==> src/rtl/draw_lines_pkg.sv <==
// draw_lines_pkg
//   Shared types and widths for the multi-segment line overlay renderer.
//   line_seg_t holds one normalised segment slot (x1 <= x2) together with
//   its precomputed deltas and a valid bit.
package draw_lines_pkg;

    localparam int H_W    = 11;
    localparam int V_W    = 10;
    localparam int PROD_W = 24;

    typedef struct packed {
        logic [H_W-1:0]        x1;
        logic [V_W-1:0]        y1;
        logic [H_W-1:0]        x2;
        logic [V_W-1:0]        y2;
        logic [H_W-1:0]        dx;
        logic signed [H_W-1:0] dy;
        logic                  valid;
    } line_seg_t;

    // Slot index width; a single-slot build still needs a 1-bit index port.
    function automatic int slot_w(input int n);
        return (n > 1) ? $clog2(n) : 1;
    endfunction

endpackage

==> src/rtl/line_hit_test.sv <==
// line_hit_test
//   One segment slot's slice of the pixel pipeline. Takes the S1 pixel
//   registers from the top plus the slot's active segment, forms the
//   cross-product terms, registers them, and produces the slot's hit bit.
//   Ports:
//     clk_in, rst_in   pixel clock, synchronous active-high reset
//     hcount, vcount   S1-registered pixel coordinates
//     seg              active-bank segment for this slot
//     hit              combinational hit from the S2 registers (used by S3)
module line_hit_test
    import draw_lines_pkg::*;
#(
    parameter int TOL = 500
) (
    input  logic           clk_in,
    input  logic           rst_in,
    input  logic [H_W-1:0] hcount,
    input  logic [V_W-1:0] vcount,
    input  line_seg_t      seg,
    output logic           hit
);

    localparam int DIFF_W = PROD_W + 1;

    function automatic logic [DIFF_W-1:0] abs_diff(input logic signed [PROD_W-1:0] a,
                                                   input logic signed [PROD_W-1:0] b);
        logic signed [DIFF_W-1:0] d;
        d = DIFF_W'(a) - DIFF_W'(b);
        return d[DIFF_W-1] ? DIFF_W'(-d) : DIFF_W'(d);
    endfunction

    // ---- S1: offsets from the first endpoint, range flags, products ----
    logic signed [H_W:0]      hd_p0;
    logic signed [V_W:0]      vd_p0;
    logic [V_W-1:0]           y_lo_p0;
    logic [V_W-1:0]           y_hi_p0;
    logic                     vert_p0;
    logic                     rng_p0;
    logic signed [PROD_W-1:0] p1_p0;
    logic signed [PROD_W-1:0] p2_p0;

    assign hd_p0   = $signed({1'b0, hcount}) - $signed({1'b0, seg.x1});
    assign vd_p0   = $signed({1'b0, vcount}) - $signed({1'b0, seg.y1});
    assign y_lo_p0 = (seg.y1 <= seg.y2) ? seg.y1 : seg.y2;
    assign y_hi_p0 = (seg.y1 <= seg.y2) ? seg.y2 : seg.y1;
    assign vert_p0 = (seg.dx == '0);
    // A vertical segment degenerates the cross product to zero everywhere
    // on its column, so its extent is bounded by the y range instead.
    assign rng_p0  = (hcount >= seg.x1) && (hcount <= seg.x2) &&
                     (!vert_p0 || ((vcount >= y_lo_p0) && (vcount <= y_hi_p0)));
    assign p1_p0   = PROD_W'(vd_p0) * $signed(PROD_W'({1'b0, seg.dx}));
    assign p2_p0   = PROD_W'(hd_p0) * PROD_W'(seg.dy);

    // ---- S2: registered cross-product terms and flags ----
    logic signed [PROD_W-1:0] p1_p1;
    logic signed [PROD_W-1:0] p2_p1;
    logic                     rng_p1;
    logic                     vert_p1;
    logic                     vld_p1;

    always_ff @(posedge clk_in) begin
        if (rst_in) begin
            p1_p1   <= '0;
            p2_p1   <= '0;
            rng_p1  <= 1'b0;
            vert_p1 <= 1'b0;
            vld_p1  <= 1'b0;
        end else begin
            p1_p1   <= p1_p0;
            p2_p1   <= p2_p0;
            rng_p1  <= rng_p0;
            vert_p1 <= vert_p0;
            vld_p1  <= seg.valid;
        end
    end

    // ---- S3: tolerance test feeding the top-level priority encoder ----
    assign hit = vld_p1 && rng_p1 &&
                 (vert_p1 || (abs_diff(p1_p1, p2_p1) <= DIFF_W'(TOL)));

endmodule

==> src/rtl/draw_lines_multi.sv <==
// draw_lines_multi
//   Multi-segment line overlay renderer. Holds NUM_LINES segment slots in a
//   double-buffered bank (pending written by the placement logic, active
//   read by the pixel pipeline; pending copies to active at pixel (0,0)).
//   Every pixel is tested against all active slots in a fixed 3-cycle
//   pipeline and the lowest-numbered hit slot selects the output colour.
//   Optional feature macro: DRAW_LINES_PER_LINE_COLOR_EN adds color_in and
//   a per-slot colour; otherwise every hit uses COLOR.
//   Ports:
//     clk_in, rst_in                  pixel clock, sync active-high reset
//     hcount_in, vcount_in            current pixel
//     place_valid, place_slot         write a segment into a pending slot
//     x_in_1, y_in_1, x_in_2, y_in_2  segment endpoints
//     color_in                        slot colour (feature macro only)
//     clear_all                       invalidate every pending slot
//     hit_out, hit_slot_out           hit flag / lowest hit slot, 3 cycles late
//     red_out, green_out, blue_out    pixel colour, 0 on miss
module draw_lines_multi
    import draw_lines_pkg::*;
#(
    parameter int          NUM_LINES = 4,
    parameter int          TOL       = 500,
    parameter logic [23:0] COLOR     = 24'hFF_FF_FF
) (
    input  logic                          clk_in,
    input  logic                          rst_in,
    input  logic [H_W-1:0]                hcount_in,
    input  logic [V_W-1:0]                vcount_in,
    input  logic                          place_valid,
    input  logic [slot_w(NUM_LINES)-1:0]  place_slot,
    input  logic [H_W-1:0]                x_in_1,
    input  logic [H_W-1:0]                x_in_2,
    input  logic [V_W-1:0]                y_in_1,
    input  logic [V_W-1:0]                y_in_2,
`ifdef DRAW_LINES_PER_LINE_COLOR_EN
    input  logic [23:0]                   color_in,
`endif
    input  logic                          clear_all,
    output logic                          hit_out,
    output logic [slot_w(NUM_LINES)-1:0]  hit_slot_out,
    output logic [7:0]                    red_out,
    output logic [7:0]                    green_out,
    output logic [7:0]                    blue_out
);

    localparam int SLOT_W = slot_w(NUM_LINES);

    line_seg_t pend_bank [NUM_LINES];
    line_seg_t act_bank  [NUM_LINES];
    line_seg_t new_seg;
    logic      frame_start;
    logic      slot_ok;

    assign frame_start = (hcount_in == '0) && (vcount_in == '0);
    assign slot_ok     = place_valid && (32'(place_slot) < NUM_LINES);

    // Endpoints are swapped so x1 <= x2; on an x tie the order is kept.
    always_comb begin
        new_seg = '0;
        if (x_in_1 > x_in_2) begin
            new_seg.x1 = x_in_2;
            new_seg.y1 = y_in_2;
            new_seg.x2 = x_in_1;
            new_seg.y2 = y_in_1;
        end else begin
            new_seg.x1 = x_in_1;
            new_seg.y1 = y_in_1;
            new_seg.x2 = x_in_2;
            new_seg.y2 = y_in_2;
        end
        new_seg.dx    = new_seg.x2 - new_seg.x1;
        new_seg.dy    = $signed({1'b0, new_seg.y2}) - $signed({1'b0, new_seg.y1});
        new_seg.valid = 1'b1;
    end

    // The commit copies pending as it stood before this cycle's write, so a
    // placement on the frame-start cycle waits for the following frame.
    // A same-cycle placement overrides clear_all for its own slot.
    always_ff @(posedge clk_in) begin
        if (rst_in) begin
            for (int i = 0; i < NUM_LINES; i++) begin
                pend_bank[i].valid <= 1'b0;
                act_bank[i].valid  <= 1'b0;
            end
        end else begin
            if (frame_start) begin
                act_bank <= pend_bank;
            end
            for (int i = 0; i < NUM_LINES; i++) begin
                if (clear_all) begin
                    pend_bank[i].valid <= 1'b0;
                end
                if (slot_ok && (32'(place_slot) == i)) begin
                    pend_bank[i] <= new_seg;
                end
            end
        end
    end

`ifdef DRAW_LINES_PER_LINE_COLOR_EN
    logic [23:0] pend_col [NUM_LINES];
    logic [23:0] act_col  [NUM_LINES];

    always_ff @(posedge clk_in) begin
        if (!rst_in) begin
            if (frame_start) begin
                act_col <= pend_col;
            end
            for (int i = 0; i < NUM_LINES; i++) begin
                if (slot_ok && (32'(place_slot) == i)) begin
                    pend_col[i] <= color_in;
                end
            end
        end
    end
`endif

    // ---- S1: pixel registers; the active bank is read from here on ----
    logic [H_W-1:0] h_p0;
    logic [V_W-1:0] v_p0;

    always_ff @(posedge clk_in) begin
        if (rst_in) begin
            h_p0 <= '0;
            v_p0 <= '0;
        end else begin
            h_p0 <= hcount_in;
            v_p0 <= vcount_in;
        end
    end

    // ---- S2: per-slot product registers live inside line_hit_test ----
    logic [NUM_LINES-1:0] hit_p1;

    for (genvar g = 0; g < NUM_LINES; g++) begin : g_slot
        line_hit_test #(
            .TOL (TOL)
        ) u_test (
            .clk_in (clk_in),
            .rst_in (rst_in),
            .hcount (h_p0),
            .vcount (v_p0),
            .seg    (act_bank[g]),
            .hit    (hit_p1[g])
        );
    end

`ifdef DRAW_LINES_PER_LINE_COLOR_EN
    // Colour travels with the products so a commit cannot recolour pixels
    // already in flight.
    logic [23:0] col_p1 [NUM_LINES];

    always_ff @(posedge clk_in) begin
        if (rst_in) begin
            for (int i = 0; i < NUM_LINES; i++) begin
                col_p1[i] <= '0;
            end
        end else begin
            col_p1 <= act_col;
        end
    end
`endif

    // ---- S3: priority encode lowest hit slot, register outputs ----
    logic              any_hit_p1;
    logic [SLOT_W-1:0] sel_p1;
    logic [23:0]       rgb_p1;

    always_comb begin
        any_hit_p1 = 1'b0;
        sel_p1     = '0;
        for (int i = NUM_LINES - 1; i >= 0; i--) begin
            if (hit_p1[i]) begin
                any_hit_p1 = 1'b1;
                sel_p1     = SLOT_W'(i);
            end
        end
`ifdef DRAW_LINES_PER_LINE_COLOR_EN
        rgb_p1 = any_hit_p1 ? col_p1[sel_p1] : 24'h0;
`else
        rgb_p1 = any_hit_p1 ? COLOR : 24'h0;
`endif
    end

    always_ff @(posedge clk_in) begin
        if (rst_in) begin
            hit_out      <= 1'b0;
            hit_slot_out <= '0;
            red_out      <= '0;
            green_out    <= '0;
            blue_out     <= '0;
        end else begin
            hit_out      <= any_hit_p1;
            hit_slot_out <= sel_p1;
            red_out      <= rgb_p1[23:16];
            green_out    <= rgb_p1[15:8];
            blue_out     <= rgb_p1[7:0];
        end
    end

endmodule

==> config.mk <==
export PLATFORM = sky130hd
export DESIGN_NAME = draw_lines_multi
export DESIGN_NICKNAME = d
export VERILOG_FILES = /design/src/rtl/draw_lines_pkg.sv /design/src/rtl/line_hit_test.sv /design/src/rtl/draw_lines_multi.sv
export SDC_FILE = /design/constraint.sdc
export NUM_CORES = 2
export LEC_CHECK = 0
export BUFFER_PORTS_ARGS = -buffer_cell sky130_fd_sc_hd__buf_2
export CAP_MARGIN = 10
export CORE_AREA = 2 2 470 472
export CTS_CLUSTER_DIAMETER = 200
export CTS_CLUSTER_SIZE = 8
export DETAILED_ROUTE_END_ITERATION = 16
export DIE_AREA = 0 0 472 474
export PLACE_DENSITY = 0.56
export SETUP_SLACK_MARGIN = 0.4
export SLEW_MARGIN = 0
export SYNTH_ARGS = -nofsm -noshare
export SYNTH_HDL_FRONTEND = slang
export SYNTH_SLANG_ARGS = --single-unit
==> constraint.sdc <==
create_clock -name clk_in -period 19.8 [get_ports clk_in]
set_input_delay 3.96 -clock clk_in [delete_from_list [all_inputs] [get_ports clk_in]]
set_output_delay 3.96 -clock clk_in [all_outputs]
set_load 0.05 [all_outputs]
* Word level (Yosys, flattened, before mapping) *
Cells that the tools add are included.

storage, ports and cells
  memories kept = 0
  memory bits (read-only) = 0
  output and inout bits = 27
  bits in latches = 0
  bits in writable memories = 0
  register bits after elaboration = 764
  logic and storage cells = 220

operators by class
  bitwise gates (word level) = 1
  div/mod/pow operators = 0
  add/sub/neg operators = 18
  muxes and demuxes = 26
  reduce and logical (&&, ||, !) cells = 55
  magnitude comparators = 25
  shifts and indexed selects = 0
  equal/unequal tests = 3
  multipliers = 8

operators by type and width
  kind                                                                    count
  25-bit by 9-bit <= comparator with 1-bit output, second input constant  4
  25-bit two-way mux                                                      4
  25-bit negator                                                          4
  23-bit by 23-bit subtractor with 24-bit output                          4
  11-bit by 12-bit multiplier with 23-bit output                          4
  12-bit by 11-bit multiplier with 23-bit output                          4
  10-bit <= comparator                                                    8
  10-bit two-way mux                                                      8
  11-bit logical NOT                                                      5
  10-bit by 10-bit subtractor with 11-bit output                          5
  11-bit by 11-bit subtractor with 12-bit output                          4
  11-bit >= comparator                                                    4
  11-bit <= comparator                                                    4
  42-bit two-way mux                                                      1
  10-bit >= comparator                                                    4
  1-bit logical AND                                                       25
  24-bit two-way mux                                                      1
  11-bit > comparator                                                     1
  11-bit subtractor                                                       1
  10-bit logical NOT                                                      1
  1-bit two-way mux                                                       10
  2-bit AND reduction                                                     5
  1-bit logical OR                                                        8
  2-bit nonzero test                                                      4
  other kinds (8)                                                         13

* Depth between registers and ports, before layout *
  depth in word-level cells = 11
  gate-level depth with buffers = 37
  depth with buffers taken out = 36

* Modules after synthesis *
From an unflattened synthesis, not the netlist that was laid out.

second synthesis, totals
  cell total of the unflattened synthesis = 8069
  area, all modules = 77365.4 µm²

modules (own cells, without submodules)
  module                            cells an instance  times used  area each (µm²)
  draw_lines_multi                  953                1           18549.0
  line_hit_test (g_slot[3].u_test)  1786               1           14789.2
  line_hit_test (g_slot[0].u_test)  1795               1           14772.9
  line_hit_test (g_slot[2].u_test)  1766               1           14655.3
  line_hit_test (g_slot[1].u_test)  1769               1           14599.0

* Worst setup path before layout *
Ideal clock, no wire load.

  kind = input to register
  from = input port hcount_in[3]
  to = register act_bank[100] in the netlist's numbering (enable)
  path slack = 2.399 ns
  setup time = 0.902 ns
  cell stages on the path = 3
  arrival time = 16.499 ns
  required time = 18.898 ns
  path through = or4_1 nor4_1 nor2b_1

on the way
  word-level cells in the longest chain between the ends = 3

RTL lines
  item                                  line                    RTL
  from (decl)                           draw_lines_multi.sv:27  input logic [H_W-1:0] hcount_in,
  11-bit logical NOT                    draw_lines_multi.sv:54  assign frame_start = (hcount_in == '0) && (vcount_in == '0);
  1-bit logical AND                     draw_lines_multi.sv:54
  2-bit AND reduction (no source line)  n/a
  to (signal assigned)                  draw_lines_multi.sv:87  act_bank <= pend_bank;
  to (decl)                             draw_lines_multi.sv:49  line_seg_t act_bank [NUM_LINES];

No other way between the ends.
A chain may end at the register's enable or synchronous reset.

* Worst setup path after layout *
  from = register h_p0[1]
  to = register g_slot[0].u_test.p2_p1[21]

on the way
  word-level cells in the longest chain between the ends = 2

RTL lines
  item                                            line                     RTL
  from (decl)                                     draw_lines_multi.sv:119  logic [H_W-1:0] h_p0;
  from (signal assigned)                          draw_lines_multi.sv:127  h_p0 <= hcount_in;
  11-bit by 11-bit subtractor with 12-bit output  line_hit_test.sv:42      assign hd_p0 = $signed({1'b0, hcount}) - $signed({1'b0, seg.x1});
  12-bit by 11-bit multiplier with 23-bit output  line_hit_test.sv:52      assign p2_p0 = PROD_W'(hd_p0) * PROD_W'(seg.dy);
  to (signal assigned)                            line_hit_test.sv:70      p2_p1 <= p2_p0;
  to (decl)                                       line_hit_test.sv:56      logic signed [PROD_W-1:0] p2_p1;

No other way between the ends.

==> flow_metrics.py <==
metrics = {
    "power": {
        "p_comb_share_pct": 66.3,
        "p_leak_nw": 38.3,
        "p_int_w": 0.00579,
        "power_w": 0.0107,
        "power_density_nw_per_um2": 128,
        "pwr-share-clk_pct": 15.7,
        "power.switching_w": 0.00487,
        "worst_ir_drop_vdd_uv": 81.8,
        "sw_frac_of_total_pct": 45.7,
        "power_frac_seq_pct": 18.0,
    },
    "min_path": {
        "hp-class": "flop to flop",
        "hold_depth": 0,
        "holdCritStartpoint": "pend_bank[14]",
        "hold_end": "act_bank[14]",
    },
    "floorplanning": {
        "die-area_sq_um": 224000,
        "die_height_microns": 474,
        "initial_core_util_pct": 34.9,
        "die_w_microns": 472,
        "ios": 96,
        "core_area_sq_um": 219000,
        "rows": 172,
    },
    "worst_setup_path": {
        "cp_data_arrival_time_ns": 9.50,
        "crit_slowest_cell": "dfxtp_1",
        "r2r_start": "h_p0[1]",
        "crit_top_cell": "fa_1",
        "crit_path_start_kind": "flop",
        "worst_ep_required_time_ns": 20.38,
        "cp_slowest_stage_delay_ns": 0.93,
        "reg2reg_depth": 29,
        "critPathKind": "flop to flop",
        "r2r_end": "g_slot[0].u_test.p2_p1[21]",
        "worstPathMaxFanout": 11,
        "crit_path_end_kind": "flop",
        "reg2reg_setup_slack_ns": 10.88,
    },
    "clock_network": {
        "path_clk_slew_ns": 0.06,
        "numCtsBuffers": 102,
        "ctsResizeCount": 0,
        "worstSkewPairLatency_ns": 0.72,
        "cts_setup_buffers": 0,
        "h-tree-depth": 3,
        "clock-root-buffer": "clkbuf_16",
        "clock_sinks": 740,
        "cts_tree": "built",
        "cts_hold_buf": 0,
        "cts_max_path_buffers": 3,
    },
    "drt": {
        "drt_pass1_iterations": 5,
        "vias": 54100,
        "antenna_left": 0,
        "viasPerCell": 4.96,
        "routedWlPerCell_microns": 17.9,
        "first_iter_violations": 3377,
        "totalWireLength_mm": 195,
        "remaining_drc_errors": 0,
    },
    "synth": {
        "synthAdderAreaFrac_pct": 35.8,
        "synth_cells": 7940,
        "syn-cell-area_sq_um": 76300,
        "synthesis.nets": 9682,
        "synth_xor_area_share_pct": 3.15,
        "seq_area_frac_synth_pct": 26.1,
        "synthMuxAreaShare_pct": 1.38,
        "synth_cell_types": 105,
        "synth-simple-area-share_pct": 15.2,
        "synth-edff-count": 512,
        "synth_seq_cells": 740,
        "synth-compound-area-share_pct": 9.35,
        "ys_warn_count": 0,
        "async_reset_ff_share_pct": 0,
        "synth_top_family_by_area": "adder cells",
        "yosys_most_used_dff": "edfxtp_1",
        "syn_area_per_cell_sq_um": 9.61,
    },
    "global_route": {
        "grt_overflow": 0,
        "grt_pass1_vias": 55800,
        "use_met2_pct": 29.8,
        "met1_usage_pct": 23.7,
        "track_usage_pct": 17.6,
        "busiest_layer": "met2",
        "antenna_found_initial": 22,
        "grt_use_met3_pct": 1.86,
        "grt_max_degree": 66,
        "grt_pass1_wl_mm": 312,
    },
    "status": {
        "outcome": "finished clean",
    },
    "cells_and_area": {
        "drive_gt1_share_pct": 5.11,
        "nets": 9690,
        "final_common_cell": "inv_1",
        "final_cells": 10900,
        "nFillCells": 21800,
        "final_cell_mix": "1,498 x inv_1, 840 x fa_1, 833 x ha_1, 627 x nand2_1, 512 x edfxtp_1",
        "area_growth_pct": 8.83,
    },
    "placed_design": {
        "portBuffers": 95,
        "dp.cells": 10700,
        "post-dp-hpwl_mm": 154,
        "place.gp.congestion": 0.839,
    },
    "job": {
        "maxCapViolCount": 0,
    },
    "sta": {
        "fin_skew_ns": 0.0518,
        "rsz0062_at_grt": "false",
        "setup-violations-final": 0,
        "maxSlewViolCount": 0,
        "worstMarginPinSlew_ns": 1.36,
        "period_needed_ns": 8.92,
        "fmax_ghz": 0.112,
        "finalSetupTns_ns": 0,
        "hold_viol": 0,
        "maxSlewHeadroom_pct": 8.15,
        "period_share_pct": 45.0,
    },
}
registers in the layout, summed over array words and instances (netlist names):
| register | count |
|---|---|
| act_bank | 260 |
| g_slot.u_test.p1_p1 | 92 |
| g_slot.u_test.p2_p1 | 92 |
| g_slot.u_test.rng_p1 | 4 |
| g_slot.u_test.vert_p1 | 4 |
| g_slot.u_test.vld_p1 | 4 |
| h_p0 | 11 |
| hit_slot_out | 2 |
| pend_bank | 260 |
| red_out | 1 |
| v_p0 | 10 |
Yosys cell counts (56+ instances only):
| master | instances | area share, % |
|---|---|---|
| clkbuf_1 | 244 | 1.2 |
| xnor2_1 | 172 | 2.0 |
| nand2b_1 | 95 | 0.78 |
| nand4_1 | 56 | 0.46 |
| inv_1 | 1498 | 7.4 |
| nand2_1 | 627 | 3.1 |
| edfxtp_1 | 512 | 20 |
| fa_1 | 840 | 22 |
| o21a_1 | 80 | 0.79 |
| and2_1 | 390 | 3.2 |
| a21oi_1 | 239 | 1.6 |
| nor2b_1 | 276 | 2.3 |
| nor2_1 | 408 | 2.0 |
| xor2_1 | 102 | 1.2 |
| nand3_1 | 77 | 0.51 |
| a21o_1 | 124 | 1.2 |
| nor3_1 | 144 | 0.94 |
| mux2i_1 | 83 | 1.1 |
| dfxtp_1 | 228 | 6.0 |
| ha_1 | 833 | 14 |
| o21ai_0 | 256 | 1.7 |
per-stage QoR:
stage / hold WS (ns) / utilization (%) / setup WS [ns] / area [sq um]
finish: 0.395 / 38.0 / 10.88 / 83000
global route: 0.415 / 38.0 / 10.27 / 83000
CTS: 0.395 / 37.9 / 10.88 / 83000
detailed placement: 0.405 / 36.6 / 10.47 / 80000
global placement: 0.400 / 36.6 / 10.50 / 80000
floorplan: 0.400 / - / 2.40 / 76300
cells by family (layout without fill, tap and decap cells):
group           after synthesis  in the layout
compound gates             1080           1080
xor+xnor                    274            274
fa+ha+maj                  1677           1677
buf+inv                    1781           1860
flops                       740            740
mux                         103            103
other cells                   0             14
simple gates               2285           2285
worst max-delay path by stage:
stage	startpoint	to	slack, ns	cells past startpoint
3_3_place_gp	hcount_in[4]	act_bank[128]	10.50	9
4_1_cts	h_p0[1]	g_slot[0].u_test.p2_p1[21]	10.88	29
6_report	h_p0[1]	g_slot[0].u_test.p2_p1[21]	10.88	29
5_1_grt	h_p0[1]	g_slot[0].u_test.p2_p1[21]	10.27	29
3_5_place_dp	hcount_in[4]	act_bank[71]	10.47	9
2_1_floorplan	hcount_in[3]	act_bank[100]	2.40	3
area by class of cell:
type / instances / area, sq um / area share, %
multi-input combinational: 5419 / 49700 / 59.8
timing repair buffer: 187 / 1180 / 1.42
clock buffer: 169 / 2850 / 3.43
tap: 2871 / 3590 / 4.33
sequential: 740 / 19900 / 24.0
clock inverter: 6 / 124 / 0.149
inverter: 1498 / 5620 / 6.77
antenna: 14 / 35.0 / 0.0422
per-layer routing:
metal,share of wire [%],up-vias
li1,-,25800
met2,47,1150
met3,4.9,227
met4,2.5,4
met1,45,26900
met5,0.016,-
critical path: cells and delay by family (launching register included):
family                     cells  cell delay, ns
muxes                          1            0.36
adders and majority gates      7            3.23
AOI/OAI and AO/OA             12            2.74
xor gates and xnor gates       1            0.76
DFF                            1            0.93
buffers and inverters          4            0.24
and+or+nand+nor                4            0.52
power groups by stage:
stage                     clock network (W)  registers [W]  logic [W]
after floorplan                           0        0.00192    0.00552
after global placement                    0        0.00196    0.00699
after detailed placement                  0        0.00196    0.00706
after CTS                           0.00172        0.00193    0.00713
after global routing                0.00178        0.00194    0.00812
final                               0.00167        0.00192    0.00707
Note: power is estimated with default switching activity, not from simulation.
